==> src/rtl/mult_pipe.sv <==
// Pipelined RV32M/RV64M multiply unit: MUL/MULH/MULHSU/MULHU with per-stage
// valid/ready backpressure, bubble collapsing, whole-unit squash and an
// opaque tag carried alongside every operation.

package mult_pipe_pkg;
    typedef enum logic [1:0] {
        ALU_MUL    = 2'd0,
        ALU_MULH   = 2'd1,
        ALU_MULHSU = 2'd2,
        ALU_MULHU  = 2'd3
    } mult_func_t;
endpackage

module mult_pipe
    import mult_pipe_pkg::*;
#(
    parameter int XLEN      = 32,
    parameter int NUM_STAGE = 4,
    parameter int TAG_W     = 16
) (
    input  logic             clock,
    input  logic             reset,
    input  logic             in_valid,
    output logic             in_ready,
    input  mult_func_t       in_func,
    input  logic [XLEN-1:0]  in_rs1,
    input  logic [XLEN-1:0]  in_rs2,
    input  logic [TAG_W-1:0] in_tag,
    output logic             out_valid,
    input  logic             out_ready,
    output logic [XLEN-1:0]  out_result,
    output logic [TAG_W-1:0] out_tag,
    input  logic             squash,
    output logic             busy
);

    localparam int W2 = 2 * XLEN;
    // Multiplier bits retired by each stage.
    localparam int B  = W2 / NUM_STAGE;
    localparam logic [W2-1:0] SLICE_MASK = {W2{1'b1}} >> (W2 - B);

    typedef struct packed {
        mult_func_t       func;
        logic [TAG_W-1:0] tag;
        logic [W2-1:0]    prod;
        logic [W2-1:0]    mcand;
        logic [W2-1:0]    mplier;
    } stage_t;

    logic [NUM_STAGE-1:0] vld;
    logic [NUM_STAGE-1:0] en;
    logic [NUM_STAGE-1:0] src_vld;
    stage_t               stg [NUM_STAGE];
    stage_t               nxt [NUM_STAGE];
    stage_t               head;

    // One radix-2^B partial-product step; truncation to W2 bits keeps the
    // two's-complement product of the extended operands exact.
    function automatic stage_t step(input stage_t s);
        stage_t r;
        r        = s;
        r.prod   = s.prod + s.mcand * (s.mplier & SLICE_MASK);
        r.mcand  = s.mcand << B;
        r.mplier = s.mplier >> B;
        return r;
    endfunction

    // Extend operands to 2*XLEN according to the signedness the function implies.
    always_comb begin
        logic sext1;
        logic sext2;
        // NOTE: every variable written here gets a value on every path first, so no latch is inferred.
        sext1       = (in_func == ALU_MULH) || (in_func == ALU_MULHSU);
        sext2       = (in_func == ALU_MULH);
        head.func   = in_func;
        head.tag    = in_tag;
        head.prod   = '0;
        head.mcand  = {{XLEN{sext1 & in_rs1[XLEN-1]}}, in_rs1};
        head.mplier = {{XLEN{sext2 & in_rs2[XLEN-1]}}, in_rs2};
    end

    // Candidate contents for each stage: its source advanced by one step.
    always_comb begin
        nxt[0]     = step(head);
        src_vld    = '0;
        src_vld[0] = in_valid;
        for (int s = 1; s < NUM_STAGE; s++) begin
            nxt[s]     = step(stg[s-1]);
            src_vld[s] = vld[s-1];
        end
    end

    // A stage may load when the consumer drains the tail or any stage at or
    // after it is empty; this collapses bubbles without a ripple chain.
    always_comb begin
        en = '0;
        for (int s = 0; s < NUM_STAGE; s++) begin
            en[s] = out_ready ||
                    ((vld | ({NUM_STAGE{1'b1}} >> (NUM_STAGE - s))) != {NUM_STAGE{1'b1}});
        end
    end

    // Pipeline registers: reset clears everything, squash clears valids only.
    always_ff @(posedge clock) begin
        if (!reset) begin
            vld <= '0;
            // NOTE: the stage data is cleared on reset because out_result/out_tag are visible regardless of valid.
            for (int s = 0; s < NUM_STAGE; s++) begin
                stg[s] <= '0;
            end
        end else if (squash) begin
            vld <= '0;
        end else begin
            for (int s = 0; s < NUM_STAGE; s++) begin
                if (en[s]) begin
                    // NOTE: non-blocking so every stage samples its source's pre-edge value.
                    vld[s] <= src_vld[s];
                    if (src_vld[s]) begin
                        stg[s] <= nxt[s];
                    end
                end
            end
        end
    end

    assign in_ready   = reset && !squash && en[0];
    assign out_valid  = vld[NUM_STAGE-1] && !squash;
    assign out_result = (stg[NUM_STAGE-1].func == ALU_MUL) ? stg[NUM_STAGE-1].prod[XLEN-1:0]
                                                           : stg[NUM_STAGE-1].prod[W2-1:XLEN];
    assign out_tag    = stg[NUM_STAGE-1].tag;
    assign busy       = |vld;

endmodule
==> config.mk <==
export PLATFORM = sky130hd
export DESIGN_NAME = mult_pipe
export DESIGN_NICKNAME = d
export VERILOG_FILES = /design/src/rtl/mult_pipe.sv
export SDC_FILE = /design/constraint.sdc
export NUM_CORES = 2
export LEC_CHECK = 0
export ABC_CLOCK_PERIOD_IN_PS = 12600
export BUFFER_PORTS_ARGS = -buffer_cell sky130_fd_sc_hd__buf_2
export CORE_MARGIN = 2
export CORE_UTILIZATION = 25
export CTS_BUF_LIST = sky130_fd_sc_hd__clkbuf_2
export CTS_CLUSTER_SIZE = 10
export DETAILED_ROUTE_END_ITERATION = 12
export GPL_TIMING_DRIVEN = 0
export SLEW_MARGIN = 20
export SYNTH_ARGS = -nofsm -noshare
export SYNTH_HDL_FRONTEND = slang
export SYNTH_SLANG_ARGS = --single-unit
==> constraint.sdc <==
create_clock -name clock -period 12.6 [get_ports clock]
set_clock_uncertainty 0.15 [all_clocks]
set_input_delay 2.52 -clock clock [delete_from_list [all_inputs] [get_ports clock]]
set_output_delay 2.52 -clock clock [all_outputs]
set_load 0.05 [all_outputs]
After elaboration in Yosys (flattened, before gate mapping)
Memory sizes are Yosys's and may differ from the RTL's.
Cells that the tools add are included.
- flip-flop bits (word level): 4
- memory bits (writable): 712
- input port bits: 87
- output and inout port bits: 51
- logic and storage cells: 63
- memories: 1
- $add $sub $neg: 3
- $mul: 4
- eq/ne operators: 5
- multiplexer cells: 26
- bitwise logic cells: 8
- reduce and logical (&&, ||, !) cells: 12
- memories (name ; depth ; bits a word ; rd ports ; clocked after Yosys merged registers in ; wr ports ; line ; RTL):
    stg ; 4 ; 178 ; 4 ; 0 ; 4 ; 53 ; stage_t stg [NUM_STAGE];
- operators by type and width (cell ; number):
    2-to-1 mux 178 bit ; 4
    adder 64 bit ; 3
    multiplier 64 x 16 -> 64 bit ; 3
    multiplier 33 x 17 -> 50 bit ; 1
    2-to-1 mux 32 bit ; 1
    2-to-1 mux 1 bit ; 21
    logical OR 1 bit ; 5
    != test 4 bit (second input constant) ; 1
    OR 1 bit ; 4
    OR reduction 4 bit ; 1
    logical AND 1 bit ; 3
    != test 3 bit (second input constant) ; 1
    AND 1 bit ; 2
    equality test 2 x 1 -> 1 bit (second input constant) ; 1
    equality test 2 bit (second input constant) ; 1
    logical NOT 2 bit ; 1
    != test 2 bit (second input constant) ; 1
    NOT 1 bit ; 2
    OR reduction 2 bit ; 1
    logical NOT 1 bit ; 1

Depth between registers and ports, before layout
- depth after elaboration: 7
- gate-level depth with buffers: 27
- depth with buffers taken out: 26

Worst setup path before layout
OpenSTA, ideal clock, no wires.
- path type: input-to-reg
- start: input out_ready
- end: memory stg[0][0] in the netlist's numbering, enable pin
- setup time: 0.758 ns
- arrival time: 11.192 ns
- data required time: 11.692 ns
- setup slack: 0.500 ns
- cell stages on the path: 5
- path buffers: 0
- cells stage by stage: nor2b_1 -> and3_1 -> nand2_1 -> nand2_1 -> o21ai_0
- RTL lines (item ; line ; RTL):
    start: declaration ; 30 ; input logic out_ready,
    end: declaration ; 53 ;

==> impl_metrics.ini <==
[run_status]
status = finished clean

[drt]
num_vias = 42742
drtIter0Drc = 2992
drc = 0
post_drt_wl_per_cell_um = 18.3
first_pass_iters = 6
finalWirelength_um = 184000
ant_nets = 0
vias_per_cell = 4.25

[sta]
setup_viol_count_final = 0
layout_setup_ws_ps = 3660
whs_ps = 361
rsz0062_at_grt = no
layout_min_cycle_time_ps = 8940
period_share_pct = 70.9
drv_slew = 0
hold_violations = 0
relSlewSlack_pct = 28.9
max_freq_ghz = 0.112
tightest_slew_ps = 1070

[worst_setup_path]
cp_data_required_time_ps = 13490
path_class = in -> reg
cp-end-kind = flop
cp_data_arrival_time_ps = 9830
critPathMaxStageDelay_ps = 640
cp_cell_sequence = buf_2, inv_1, ha_1, nor2b_1, clkbuf_1, nand2_1, inv_1, fa_1, fa_1, fa_1, inv_1, fa_1, inv_1, fa_1, fa_1, ha_1, clkbuf_1, a21oi_1, nand2_1, a211oi_1, o31a_1, a31o_1, xnor2_1, nor2_1
cp_common_cell = fa_1
cp_slowest_cell = fa_1
cp_max_fo = 10
cp-start-kind = primary input

[cts]
h-tree-depth = 3
numCtsBuffers = 106
path_clk_slew_ps = 100
cts_hold_buf = 0
clock-sinks = 418
cts_tree = built
postCtsSetupRepairBufs = 0
cts_buffer_depth = 3
root_buffer = clkbuf_2
cts-resized-gates = 0
insertion_delay_ps = 1320

[final_layout]
area_growth_syn_to_layout_pct = 10.2
fin_util_pct = 27.6
fin_area_um2 = 70100
nNetsFinal = 8347
mostFrequentLayoutCell = inv_1
final_cell_mix = inv_1 (1672), fa_1 (1345), nand2_1 (765), and2_1 (705), edfxtp_1 (414)
drive_gt1_share_pct = 5.97

[logic_synthesis]
ys_seq_area_share_pct = 19.7
netlist_instances = 6339
synth_top_area_cell = fa_1
yosys.cell_types.count = 76
synthArstFlopShare_pct = 0
synth_edf_count = 414
yosys-top-cells-area = fa_1 (42%), edfxtp_1 (20%), inv_1 (9.9%)
yosysWarnings = 0
syn-cell-area_um2 = 63600
synth_ff_type = edfxtp_1
syn_area_per_cell_um2 = 10.0
syn_nets = 8083
ys_ff_latch = 418
synth_top_area_share_pct = 42.4

[place]
place_ws_ps = 2360
gp_congestion = 0.951
place_area_um2 = 69000
port_buffers = 137
dp_hpwl_um = 160000

[global_route]
grt_pass1_vias = 46448
antenna_found_initial = 35
grtUsageTotal_pct = 14.4
overflow = 0
grt_pass1_wl_um = 282000
grt_max_degree = 28

[floorplanning]
core_um2 = 253000
dieHeight_um = 508
rows = 185
die_area_um2 = 258000
die_x_um = 508
io-pin-count = 138
initial_core_util_pct = 25.1

[flow_run]
cap_viol_max_count = 0

[hold_path]
hp-class = reg -> reg
## critical path: cells and delay by family
kind / cells / cell delay, ps
AOI/OAI and AO/OA: 4 / 1160
xor gates and xnor gates: 1 / 140
adders and majority gates: 8 / 3870
buffers and inverters: 7 / 1250
and+or+nand+nor: 4 / 830
## path summary, 6_finish.rpt
check              start     endpoint  slack, ps  cells after the start
max           in_func[1]  stg[0][158]       3660                     24
min          stg[1][167]  stg[2][167]        360                      1
max reg2reg    stg[0][3]  stg[1][159]       4570                     21
min reg2reg  stg[1][167]  stg[2][167]        360                      1
## area by class of cell
| cell class | count | area, um2 |
|---|---|---|
| Clock inverter | 36 | 280 |
| Multi-Input combinational cell | 4007 | 43900 |
| Clock buffer | 147 | 736 |
| Inverter | 1672 | 6280 |
| Fill cell | 26795 | 183000 |
| Tap cell | 3366 | 4210 |
| Antenna cell | 9 | 22.5 |
| Timing Repair Buffer | 156 | 1190 |
| Buffer | 242 | 971 |
| Sequential cell | 418 | 12500 |
## registers in the layout, summed over array words and instances (netlist names)
name,flops
vld,4
stg,414
## synthesized netlist by cell type (18+ instances only)
master	count
a21o_1	58
a21oi_1	114
and2_1	705
clkbuf_1	223
edfxtp_1	414
fa_1	1345
ha_1	312
inv_1	1672
mux2_2	32
nand2_1	765
nand3_1	28
nor2_1	164
nor2b_1	19
nor3_1	33
o21ai_0	49
o21ai_1	24
o21bai_1	18
xnor2_1	101
xor2_1	58
## kinds of logic (layout without fill, tap and decap cells)
family | count (synthesis) | after routing | share of synthesized area (%)
compound gates | 364 | 364 | 3.70
xor+xnor | 159 | 159 | 2.19
fa+ha+maj | 1657 | 1657 | 48.5
buf+inv | 1914 | 2253 | 11.4
flops | 418 | 418 | 19.7
mux | 35 | 35 | 0.614
other cells | 0 | 9 | 0
simple gates | 1792 | 1792 | 13.9
## through the flow
| stage | setup TNS [ps] | cells |
|---|---|---|
| after CTS | 0 | 10044 |
| after detailed placement | 0 | 9861 |
| final | 0 | 10053 |
| after global placement | -1044610 | 9842 |
| after floorplan | 0 | 6339 |
| after global routing | 0 | 10049 |
## routing by layer
metal / GRT usage, % / wire length, um / vias up
met3: 2.72 / 13700 / 244
li1: - / - / 19221
met1: 19.9 / 82100 / 21745
met5: 0 / 46 / -
met2: 22.9 / 83300 / 1524
met4: 3.59 / 4520 / 8
Power is not shown: default switching activity piles up to over one toggle a cycle in this logic, so the estimate is an artifact.
